===== config.mk =====
export PLATFORM = sky130hd
export DESIGN_NAME = nibble_change_logger
export DESIGN_NICKNAME = d
export VERILOG_FILES = /design/src/rtl/nibble_log_pkg.sv /design/src/rtl/nibble_event_fifo.sv /design/src/rtl/nibble_change_logger.sv
export SDC_FILE = /design/constraint.sdc
export NUM_CORES = 1
export LEC_CHECK = 0
export BUFFER_PORTS_ARGS = -buffer_cell sky130_fd_sc_hd__buf_2
export CORE_MARGIN = 2
export CORE_UTILIZATION = 59
export CTS_CLUSTER_SIZE = 25
export DETAILED_ROUTE_END_ITERATION = 16
export PLACE_DENSITY = 0.78
export SYNTH_ARGS = -nofsm -noshare
export SYNTH_HDL_FRONTEND = slang
export SYNTH_SLANG_ARGS = --single-unit

===== constraint.sdc =====
create_clock -name clk -period 2.5 [get_ports clk]
set_clock_uncertainty 0.15 [all_clocks]
set_input_delay 0 -clock clk [delete_from_list [all_inputs] [get_ports clk]]
set_output_delay 0 -clock clk [all_outputs]
set_load 0.05 [all_outputs]

===== src/rtl/nibble_log_pkg.sv =====
// nibble_log_pkg: shared nibble width, default run-length width and event record.
package nibble_log_pkg;
  localparam int NIBBLE_W   = 4;
  localparam int HOLD_W_DEF = 8;
  typedef struct packed {
    logic [NIBBLE_W-1:0]   data;
    logic [HOLD_W_DEF-1:0] hold;
  } nibble_ev_t;
endpackage


===== src/rtl/nibble_event_fifo.sv =====
// nibble_event_fifo: first-word-fall-through event queue; head reads as zero when empty.
// Drop strobe exists only with NIBBLE_CHANGE_LOGGER_DROP_CNT_EN.
module nibble_event_fifo #(
  parameter int DEPTH = 4,
  parameter int W     = 12
) (
  input  logic         clk,
  input  logic         rst_n,
  input  logic         push_i,
  input  logic [W-1:0] data_i,
  input  logic         pop_i,
  output logic         valid_o,
  output logic [W-1:0] data_o
`ifdef NIBBLE_CHANGE_LOGGER_DROP_CNT_EN
  , output logic       drop_o
`endif
);
  localparam int AW = $clog2(DEPTH);
  logic [W-1:0] mem_q [DEPTH];
  logic [AW:0]  wr_q, wr_d, rd_q, rd_d;
  logic         full, do_pop, do_push;
  // Extra pointer bit separates full from empty when the indices coincide.
  always_comb begin
    valid_o = wr_q != rd_q;
    full    = (wr_q[AW] != rd_q[AW]) && (wr_q[AW-1:0] == rd_q[AW-1:0]);
    do_pop  = pop_i && valid_o;
    do_push = push_i && (!full || do_pop);
    wr_d    = do_push ? wr_q + 1'b1 : wr_q;
    rd_d    = do_pop ? rd_q + 1'b1 : rd_q;
    data_o  = valid_o ? mem_q[rd_q[AW-1:0]] : '0;
  end
`ifdef NIBBLE_CHANGE_LOGGER_DROP_CNT_EN
  assign drop_o = push_i && !do_push;
`endif
  always_ff @(posedge clk or negedge rst_n)
    if (!rst_n) begin
      wr_q <= '0;
      rd_q <= '0;
    end else begin
      wr_q <= wr_d;
      rd_q <= rd_d;
    end
  always_ff @(posedge clk)
    if (do_push) mem_q[wr_q[AW-1:0]] <= data_i;
endmodule


===== src/rtl/nibble_change_logger.sv =====
// nibble_change_logger: logs each change of the upstream nibble with the run length of the old value.
// Optional drop counter port enabled by NIBBLE_CHANGE_LOGGER_DROP_CNT_EN.
module nibble_change_logger
  import nibble_log_pkg::*;
#(
  parameter int DEPTH  = 4,
  parameter int HOLD_W = HOLD_W_DEF
) (
  input  logic                clk,
  input  logic                rst_n,
  input  logic [NIBBLE_W-1:0] q_in,
  output logic                ev_valid,
  output logic [NIBBLE_W-1:0] ev_data,
  output logic [HOLD_W-1:0]   ev_hold,
  input  logic                ev_ready
`ifdef NIBBLE_CHANGE_LOGGER_DROP_CNT_EN
  , output logic [7:0]        drop_cnt
`endif
);
  logic [NIBBLE_W-1:0] prev_q, prev_d;
  logic [HOLD_W-1:0]   run_len_q, run_len_d;
  logic                change;
  // Run length restarts at one: the sample that changed the value is its first.
  always_comb begin
    change    = q_in != prev_q;
    prev_d    = q_in;
    run_len_d = change ? HOLD_W'(1) : (&run_len_q ? run_len_q : run_len_q + 1'b1);
  end
  always_ff @(posedge clk or negedge rst_n)
    if (!rst_n) begin
      prev_q    <= '0;
      run_len_q <= '0;
    end else begin
      prev_q    <= prev_d;
      run_len_q <= run_len_d;
    end
`ifdef NIBBLE_CHANGE_LOGGER_DROP_CNT_EN
  logic       drop;
  logic [7:0] drop_cnt_q, drop_cnt_d;
  always_comb drop_cnt_d = (drop && drop_cnt_q != 8'hFF) ? drop_cnt_q + 1'b1 : drop_cnt_q;
  always_ff @(posedge clk or negedge rst_n)
    if (!rst_n) drop_cnt_q <= '0;
    else drop_cnt_q <= drop_cnt_d;
  assign drop_cnt = drop_cnt_q;
`endif
  nibble_event_fifo #(.DEPTH(DEPTH), .W(NIBBLE_W + HOLD_W)) u_fifo (
    .clk     (clk),
    .rst_n   (rst_n),
    .push_i  (change),
    .data_i  ({q_in, run_len_q}),
    .pop_i   (ev_ready),
    .valid_o (ev_valid),
    .data_o  ({ev_data, ev_hold})
`ifdef NIBBLE_CHANGE_LOGGER_DROP_CNT_EN
    , .drop_o(drop)
`endif
  );
endmodule

# Word-level counts from Yosys, hierarchy flattened
# Memories as Yosys holds them, arrays and structs flattened.
# Index checks and enable logic that the tools add are counted.
[classes] n_addsub=3 eq_ne=5 muxes=5 n_reduce_logical=6
[op_table] operator="$mux W8" count=2
[op_table] operator="$mux W12" count=1
[op_table] operator="$add A8 B1 Y8 const B" count=1
[op_table] operator="$reduce_and A8 Y1" count=1
[op_table] operator="$add A3 B1 Y3 const B" count=2
[op_table] operator="$ne A4 B4 Y1" count=1
[op_table] operator="$logic_and A1 B1 Y1" count=3
[op_table] operator="$ne A3 B3 Y1" count=1
[op_table] operator="$eq A2 B2 Y1" count=1
[op_table] operator="$mux W1" count=2
[op_table] operator="$ne A2 B1 Y1 const B" count=1
[op_table] operator="$logic_not A1 Y1" count=1
[op_table] operator="$logic_or A1 B1 Y1" count=1
[op_table] operator="$ne A1 B1 Y1" count=1
[totals] regBits=18 ram_bits=48 out_inout_bits=13 mem_count=1
[mem_list] memory="u_fifo.mem_q" depth=4 width=12 rd=1 rd_ports_with_merged_regs=0 write_ports=1 line_no="nibble_event_fifo.sv:19" text="logic [W-1:0] mem_q [DEPTH];"

# Depth between registers and ports, before layout
# Gate-level depths: netlist (run 1).
[depth] ltp_word=7 depth_mapped=5

# Hierarchy
# Synthesis (run 1) repeated with hierarchy kept, for this count alone.
[hier_totals] hier_cells=171 hier_area_um2=2812.7
[modules_own_cells] module="nibble_event_fifo" instances=1 cells_per_inst=116 area_per_inst_um2=2239.6
[modules_own_cells] module="nibble_change_logger" instances=1 cells_per_inst=55 area_per_inst_um2=573.0

# Worst setup path after synthesis (run 1)
# Ideal clock, no wire load.
[synth_path] path_type="reg-to-reg" startpoint="reg u_fifo.rd_q[0]" endpoint="mem u_fifo.mem_q[0][0] (enable)" setup_time_ps=355 arrival_ps=1507 t_required_ps=1995 slack_ps=489 stages_incl_launch_ff=6 n_path_buf=1 period_less_slack_ps=2011 path_cell_list="dfrtp_1 > buf_4 > xor2_1 > nor4_2 > a41oi_4 > and2_1"
[synth_between] elab_chain_cells=7
[synth_lines] item="from (decl)" line_no="nibble_event_fifo.sv:20" text="logic [AW:0] wr_q, wr_d, rd_q, rd_d;"
[synth_lines] item="from (signal assigned)" line_no="nibble_event_fifo.sv:41" text="rd_q <= rd_d;"
[synth_lines] item="$eq A2 B2 Y1" line_no="nibble_event_fifo.sv:25" text="full = (wr_q[AW] != rd_q[AW]) && (wr_q[AW-1:0] == rd_q[AW-1:0]);"
[synth_lines] item="$logic_and A1 B1 Y1" line_no="nibble_event_fifo.sv:25"
[synth_lines] item="$logic_not A1 Y1" line_no="nibble_event_fifo.sv:27" text="do_push = push_i && (!full || do_pop);"
[synth_lines] item="$logic_or A1 B1 Y1 (*)" line_no="nibble_event_fifo.sv:27"
[synth_lines] item="$logic_and A1 B1 Y1 (*)" line_no="nibble_event_fifo.sv:27"
[synth_lines] item="$mux W1 (*)" line_no="nibble_event_fifo.sv:44" text="if (do_push) mem_q[wr_q[AW-1:0]] <= data_i;"
[synth_lines] item="$mux W1 (implied by the code) (*)" line_no="nibble_event_fifo.sv:44"
[synth_lines] item="to (decl)" line_no="nibble_event_fifo.sv:19"
# Mark *: on every way between the ends. The rest lies on a longest branch, timed or not.

# Worst setup path after layout (run 1)
[layout_path] startpoint="reg u_fifo.wr_q[0]" endpoint="mem u_fifo.mem_q[0][7] (enable)"
[layout_between] elab_chain_cells=7
[layout_lines] item="from (decl)" line_no="nibble_event_fifo.sv:20"
[layout_lines] item="from (signal assigned)" line_no="nibble_event_fifo.sv:40" text="wr_q <= wr_d;"
[layout_lines] item="$eq A2 B2 Y1" line_no="nibble_event_fifo.sv:25"
[layout_lines] item="$logic_and A1 B1 Y1" line_no="nibble_event_fifo.sv:25"
[layout_lines] item="$logic_not A1 Y1" line_no="nibble_event_fifo.sv:27"
[layout_lines] item="$logic_or A1 B1 Y1" line_no="nibble_event_fifo.sv:27"
[layout_lines] item="$logic_and A1 B1 Y1" line_no="nibble_event_fifo.sv:27"
[layout_lines] item="$mux W1" line_no="nibble_event_fifo.sv:44"
[layout_lines] item="$mux W1 (implied by the code)" line_no="nibble_event_fifo.sv:44"
# Parallel ways exist; a longest one is shown, timed or not.

==> impl_metrics.tcl, run 1 <==
set metrics [dict create \
    status "completed" \
    dp_hpwl_um 2920 \
    numPortBuffers 19 \
    dr_wl_met3_um 202 \
    fp.coreArea_mm2 0.00444 \
    min_path_type "in2reg" \
    syn_avg_cell_area_um2 17.4 \
    synthCells 160 \
    synthTopCellsByArea "edfxtp_1, dfrtp_1, mux4_2, ha_1, nor2b_1" \
    endpoint_kind "register" \
    area_growth_pct 17.5 \
    slowest_delay_ps 590 \
    vias_per_cell 5.82 \
    antennaDiodeCount 0 \
    die_y_um 72.7 \
    die-area_mm2 0.00528 \
    path_delay_family "simple AND/OR/NAND/NOR gates" \
    clk_latency_ps 330 \
    maxSlewViolCount 0 \
    initial_utilization 0.626 \
    synth_seq_cells 66 \
    final_layout_size_suffix_gt1_frac 0.297 \
    synth_top_area_frac 0.518 \
    cp-start-kind "register" \
    via_count 1478 \
    post_drt_wl_per_cell_um 18.7 \
    die_w_um 72.7 \
    cts_resized 0 \
    grt_pass1_wl_um 7550 \
    clk_path_buf_depth 2 \
    netlist_area_mm2 0.00278 \
    crit_type "reg2reg" \
    fmax_ghz 0.458 \
    antenna_found_initial 0 \
    grt_max_degree 19 \
    grt_usage 0.202 \
    routabilityCongestion 0.710 \
    initialDrtViolationCount 144 \
    slew_headroom 0.329 \
    nNetsFinal 210 \
    crit_chain "xor2_1 > nor4_2 > a41oi_4 > and2_1" \
    routed_wl_um 4750 \
    cts_buffers 9 \
    cp_max_fo 12 \
    min_period_ps 2180 \
    met1_length_um 2020 \
    cp_num_buf_inv 0 \
    yosysSeqAreaShare 0.680 \
    drc 0 \
    cpMaxStageDelayCell "and2_1" \
    fin_tns_setup_ps 0 \
    dr.pass1.iters 4 \
    fin_crit_sh 0.873 \
    grt_overflow 0 \
    cap_violations 0 \
    rsz0062_at_grt "no" \
    num_rows 24 \
    clk_pin_slew_ps 70 \
    critPathRequiredTime_ps 2310 \
    ys_types 38 \
    postCtsSetupRepairBufs 0 \
    io_pins 20 \
    htree_levels 3 \
    routed.top_layer "met4" \
    finalSetupViolCount 0 \
    yosysWarnings 0 \
    ant_nets 0 \
    worst_slew_pin_slew_ps 1000 \
    grt_pass1_vias 1512 \
    hold_viol 0 \
    wl_met2_um 2490 \
    clock-sinks 66 \
    synth_nets 173 \
    cts_tree "yes" \
    synth_top_area_cell "edfxtp_1" \
    worstPathArrival_ps 1990 \
    cts_root_buffer "clkbuf_8" \
]
==> per-layer routing <==
| metal | up-vias | track usage |
|---|---|---|
| li1 | 682 | - |
| met1 | 744 | 0.261 |
| met2 | 46 | 0.325 |
| met3 | 6 | 0.0580 |
| met4 | 0 | 0.0802 |
| met5 | - | 0 |
==> sequential cells by signal (all words and copies together) (netlist names) <==
register      flops
u_fifo.mem_q     48
u_fifo.rd_q       3
u_fifo.wr_q       3
prev_q            4
run_len_q         8
==> per-stage QoR <==
step	area (µm²)	hold WS [ps]	util	cells	setup slack [ps]
after floorplan	2780	-446	-	160	489
after global placement	2950	-205	0.664	231	346
after detailed placement	2950	-202	0.664	231	294
after CTS	3270	231	0.736	254	308
after global routing	3270	255	0.736	254	182
final	3270	244	0.736	254	319
==> cell usage in the layout (no fill, tap or decap), drive strengths merged, types with 2 or more instances in the layout <==
cell	Yosys	layout
edfxtp	48	48
buf	4	23
dfrtp	18	18
mux4	12	12
nor2b	12	12
clkbuf	0	10
xnor2	8	8
nor2	8	8
dlygate4sd3	0	7
ha	6	6
nand2	4	4
nor3	4	4
xor2	4	4
inv	3	3
and2	3	3
nand3	3	3
bufinv	0	3
mux2	3	3
o21ai	2	2
clkinvlp	0	2
nor3b	2	2
nor4	2	2
nand4	2	2
nand2b	2	2
==> layout make-up <==
type,count,area (µm²)
Inverter,3,11.3
Sequential cell,66,1890
Clock inverter,6,114
Fill cell,261,1170
Tap cell,52,65.1
Timing Repair Buffer,30,195
Clock buffer,10,138
Multi-Input combinational cell,87,856
==> cells in the mapped netlist <==
cell        n
a21oi_1     1
a31o_2      1
a31oi_1     1
a41oi_4     1
and2_1      3
and3_1      1
and3b_1     1
buf_2       2
buf_4       2
dfrtp_1    18
edfxtp_1   48
ha_1        6
inv_1       3
mux2_1      1
mux2_2      1
mux2_4      1
mux2i_1     1
mux4_2     12
nand2_1     4
nand2b_1    1
nand2b_4    1
nand3_1     3
nand3b_1    1
nand4_1     1
nand4_2     1
nor2_1      8
nor2b_1    12
nor3_1      4
nor3b_1     1
nor3b_2     1
nor4_1      1
nor4_2      1
nor4bb_1    1
o2111ai_1   1
o21ai_0     2
xnor2_1     8
xor2_1      3
xor2_2      1
==> cells by family after synthesis <==
logic type | count (synthesis) | synth area share
AND/OR/NAND/NOR | 46 | 0.102
flip-flops | 66 | 0.680
buffers and inverters | 7 | 0.0130
XOR/XNOR | 12 | 0.0405
multiplexers | 16 | 0.114
AO/OA/AOI/OAI | 7 | 0.0238
adder cells (fa/ha/maj) | 6 | 0.0270
==> path summary, 6_finish.rpt <==
| check | startpoint | end | slack (ps) | cells after the start |
|---|---|---|---|---|
| min in group asynchronous | rst_n | prev_q[2] | 670 | 3 |
| hold reg to reg | u_fifo.rd_q[2] | u_fifo.rd_q[2] | 370 | 1 |
| max in group asynchronous | rst_n | run_len_q[6] | 1020 | 3 |
| hold / removal | q_in[3] | prev_q[3] | 240 | 2 |
| setup / recovery | u_fifo.wr_q[0] | u_fifo.mem_q[0][7] | 320 | 4 |
| setup reg to reg | u_fifo.wr_q[0] | u_fifo.mem_q[0][7] | 320 | 4 |
==> repair_timing <==
item / 4_1_cts / 5_1_grt
hold endpoints to repair: 41 / 0
hold buffers: 7 / 0
setup endpoints to repair: 0 / 0
Power of run 1 is left out: the tool's default activity adds up to more than one toggle a clock period on the data nets, which glitch-free logic cannot reach.
==> inputs of run 2 (changes only) <==
CORE_UTILIZATION = 40   (was 59)
PLACE_DENSITY = default   (was 0.78)
clock period = 2.4 ns   (was 2.5 ns; I/O delays follow)
==> run 2 against run 1 <==
Effect of this change:
- utilization is 25 points lower
- final area is 0.34% lower
- final cell count is 11% higher
- critical path type unchanged
- critical endpoint is now u_fifo.mem_q[1][6]
- largest cell class unchanged
- highest routed layer unchanged
==> impl_metrics.tcl, run 2 (synthesized netlist as in run 1, its figures left out) <==
set metrics [dict create \
    min_period_ps 2240 \
    grt_pass1_vias 1538 \
    routed_wl_um 4980 \
    numPortBuffers 19 \
    rsz0062_at_grt "no" \
    rr_worst_depth 4 \
    initialDrtViolationCount 146 \
    fp.coreArea_mm2 0.00676 \
    maxSlewViolCount 0 \
    clk_pin_slew_ps 70 \
    grt_overflow 0 \
    area_growth_pct 17.1 \
    grt_pass1_wl_um 8020 \
    clk_path_buf_depth 2 \
    endpoint_kind "register" \
    worstPathArrival_ps 2050 \
    clk_latency_ps 330 \
    fin_util 0.482 \
    crit_type "reg2reg" \
    min_path_type "in2reg" \
    cts_buffers 9 \
    status "completed" \
    io_pins 20 \
    grt_max_degree 19 \
    dr.pass1.iters 4 \
    clock-sinks 66 \
    routabilityCongestion 0.738 \
    final_layout_size_suffix_gt1_frac 0.286 \
    antenna_found_initial 0 \
    die_w_um 87.4 \
    dpl_cell_area_mm2 0.00299 \
    die_y_um 87.4 \
    fin_tns_setup_ps 0 \
    worst_slew_pin_slew_ps 1100 \
    via_count 1467 \
    cp_max_fo 12 \
    holdPathStages 2 \
    cts_tree "yes" \
    slew_headroom 0.263 \
    post_drt_wl_per_cell_um 17.6 \
    hold_viol 0 \
    initial_utilization 0.412 \
    critPathRequiredTime_ps 2210 \
    cts_root_buffer "clkbuf_8" \
    antennaDiodeCount 0 \
    num_rows 30 \
    largest_reg_flops 48 \
    fin_crit_sh 0.934 \
    finalSetupViolCount 0 \
    finalInstanceArea_mm2 0.00326 \
    layout_commonest_cell "edfxtp_1" \
    ant_nets 0 \
    dp_cells 260 \
    die-area_mm2 0.00764 \
    fin_cells 283 \
    htree_levels 3 \
    cp-start-kind "register" \
    drc 0 \
    dp_hpwl_um 3350 \
    grt_usage 0.147 \
    cts_resized 0 \
    vias_per_cell 5.18 \
    nNetsFinal 211 \
    cap_violations 0 \
    layout_common_cells "edfxtp_1, buf_2, dfrtp_1, mux4_2, nor2b_1" \
    fmax_ghz 0.446 \
]
## run 2: cell count changes in the layout (fill, tap and decap cells not counted), sizes merged
cell,delta
bufinv,-2
clkinv,+1
buf,+1
clkbuf,+3
clkinvlp,-2
## run 2: routing by layer
metal  vias to the layer above  GRT usage  wire [µm]
li1                        686          -          -
met1                       739      0.179       2070
met2                        34      0.242       2620
met3                         8     0.0389        200
met4                         0     0.0741         82
met5                         -          0          0
## run 2: cell type report
cell class	count	area (µm²)
Clock buffer	13	159
Multi-Input combinational cell	87	856
Tap cell	80	100
Sequential cell	66	1890
Timing Repair Buffer	31	203
Inverter	3	11.3
Fill cell	585	3500
Clock inverter	3	38.8
## run 2: worst paths after layout
path	from	to	slack, ps
worst max-delay path	u_fifo.wr_q[0]	u_fifo.mem_q[1][6]	160
worst min-delay path	q_in[1]	prev_q[1]	250
worst max register to register	u_fifo.wr_q[0]	u_fifo.mem_q[1][6]	160
worst min register to register	u_fifo.rd_q[2]	u_fifo.rd_q[2]	370
max in group asynchronous	rst_n	u_fifo.rd_q[0]	880
min in group asynchronous	rst_n	u_fifo.wr_q[2]	690
## run 2: metrics by stage
| stage | hold WS (ps) | setup slack, ps |
|---|---|---|
| after floorplan | -446 | 389 |
| after global placement | -205 | 233 |
| after detailed placement | -190 | 157 |
| after CTS | 232 | 142 |
| after global routing | 247 | 25.1 |
| final | 245 | 159 |
## run 2: repair_timing
item	CTS	global route
setup buffers	0	0
hold buffers	7	0
hold endpoints to repair	41	0
## run 2: critical path, cell delays in order, from the launching register on
cell     delay [ps]
dfrtp_1         420
xor2_1          300
nor4_2          100
a41oi_4         260
and2_1          630
Power of run 2 is left out for the same reason.
==> inputs of run 3 (changes only) <==
BUFFER_PORTS_ARGS = default   (was -buffer_cell sky130_fd_sc_hd__buf_2)
CORE_UTILIZATION = 35   (was 40)
DONT_BUFFER_PORTS = 1   (was default)
==> run 3 against run 2 <==
Effect of this change:
- final cell count increased by 4.9%
- count of clock-buffer cells in the layout decreased by 3
- worst setup slack improved by 27 ps
- global-route usage decreased by 1.7 points
- flip-flop and latch count unchanged
- routed wire length decreased by 1.5%
- die area increased by 14%
- utilization decreased by 6.1 points
- critical path type unchanged
- maximum frequency increased by 1.2%
- first-iteration DRC count decreased by 25%
- register-to-register slack improved by 30 ps
- critical path depth unchanged
==> impl_metrics.tcl, run 3 (synthesized netlist as in run 1, its figures left out) <==
set metrics [dict create \
    largest_reg_flops 48 \
    dpl_cell_area_mm2 0.00301 \
    min_period_ps 2210 \
    clk_pin_slew_ps 70 \
    initialDrtViolationCount 109 \
    maxSlewViolCount 0 \
    fin_crit_sh 0.922 \
    fin_tns_setup_ps 0 \
    crit_type "reg2reg" \
    cp-start-kind "register" \
    vias_per_cell 4.91 \
    dr.pass1.iters 4 \
    ant_nets 0 \
    cp_max_fo 12 \
    grt_overflow 0 \
    routabilityCongestion 0.773 \
    via_count 1458 \
    numPortBuffers 0 \
    final_layout_size_suffix_gt1_frac 0.263 \
    dp_hpwl_um 3220 \
    die-area_mm2 0.00868 \
    worstPathArrival_ps 2020 \
    routed_wl_um 4900 \
    dp_slack_ps 142 \
    die_y_um 93.2 \
    worst_slew_pin_slew_ps 872 \
    min_path_type "in2async" \
    cap_violations 0 \
    nNetsFinal 203 \
    cts_buffers 9 \
    hold_viol 0 \
    finalInstanceArea_mm2 0.00325 \
    grt_usage 0.131 \
    initial_utilization 0.360 \
    grt_pass1_vias 1570 \
    io_pins 20 \
    crit_chain "xor2_1 > nor4_2 > a41oi_4 > and2_1" \
    slowest_delay_ps 600 \
    antenna_found_initial 0 \
    hold_slack_ps 81.7 \
    clk_latency_ps 330 \
    die_w_um 93.2 \
    clk_path_buf_depth 2 \
    area_growth_pct 16.9 \
    critPathRequiredTime_ps 2210 \
    cts_tree "yes" \
    layout_setup_ws_ps 186 \
    rsz0062_at_grt "no" \
    grt_pass1_wl_um 8270 \
    grt_max_degree 19 \
    slew_headroom 0.417 \
    layout_commonest_cell "edfxtp_1" \
    htree_levels 3 \
    clock-sinks 66 \
    cpMaxStageDelayCell "and2_1" \
    post_drt_wl_per_cell_um 16.5 \
    drc 0 \
    layout_common_cells "edfxtp_1, dfrtp_1, buf_4, mux4_2, nor2b_1" \
    fp.coreArea_mm2 0.00773 \
    endpoint_kind "register" \
    fmax_ghz 0.452 \
    cts_root_buffer "clkbuf_8" \
    status "completed" \
    finalSetupViolCount 0 \
    num_rows 32 \
]
-- run 3: area by class of cell --
type                    instances  area, µm²
diodes                          1       2.50
clock buffers                  10        128
clock inverters                 5       46.3
fillers                       700       4470
inverters                       3       11.3
multi-input cells              87        860
flip-flops and latches         66       1890
well taps                     102        128
repair buffers                 23        188
-- run 3: metrics by stage --
stage	util	std cells
after floorplan	-	160
after global placement	0.390	275
after detailed placement	0.390	275
after CTS	0.420	296
after global routing	0.421	296
final	0.421	297
-- run 3: routing by layer --
metal  part of all wire  GRT usage
met5                  0          0
met1               0.39      0.147
met3              0.063     0.0524
met2               0.52      0.219
met4              0.020     0.0588
-- run 3: worst max-delay path, delay by kind of cell (launching register included) --
| kind | cells | cell delay [ps] |
|---|---|---|
| compound gates | 1 | 250 |
| simple gates | 2 | 720 |
| xor+xnor | 1 | 300 |
| flops | 1 | 420 |
-- run 3: final timing paths --
path	startpoint	to	slack [ps]	cells past startpoint
min in group clk	q_in[1]	prev_q[1]	210	1
worst max register to register	u_fifo.wr_q[0]	u_fifo.mem_q[1][3]	190	4
worst min register to register	u_fifo.rd_q[2]	u_fifo.rd_q[2]	370	1
worst min-delay path	rst_n	run_len_q[7]	80	1
max in group asynchronous	rst_n	u_fifo.rd_q[1]	1480	1
worst max-delay path	u_fifo.wr_q[0]	u_fifo.mem_q[1][3]	190	4
-- run 3: timing repair --
action	4_1_cts	5_1_grt
setup endpoints to repair	0	12
hold buffers	6	0
gates resized for setup	0	2
hold endpoints to repair	51	0
setup buffers	0	0
Power of run 3 is left out for the same reason.
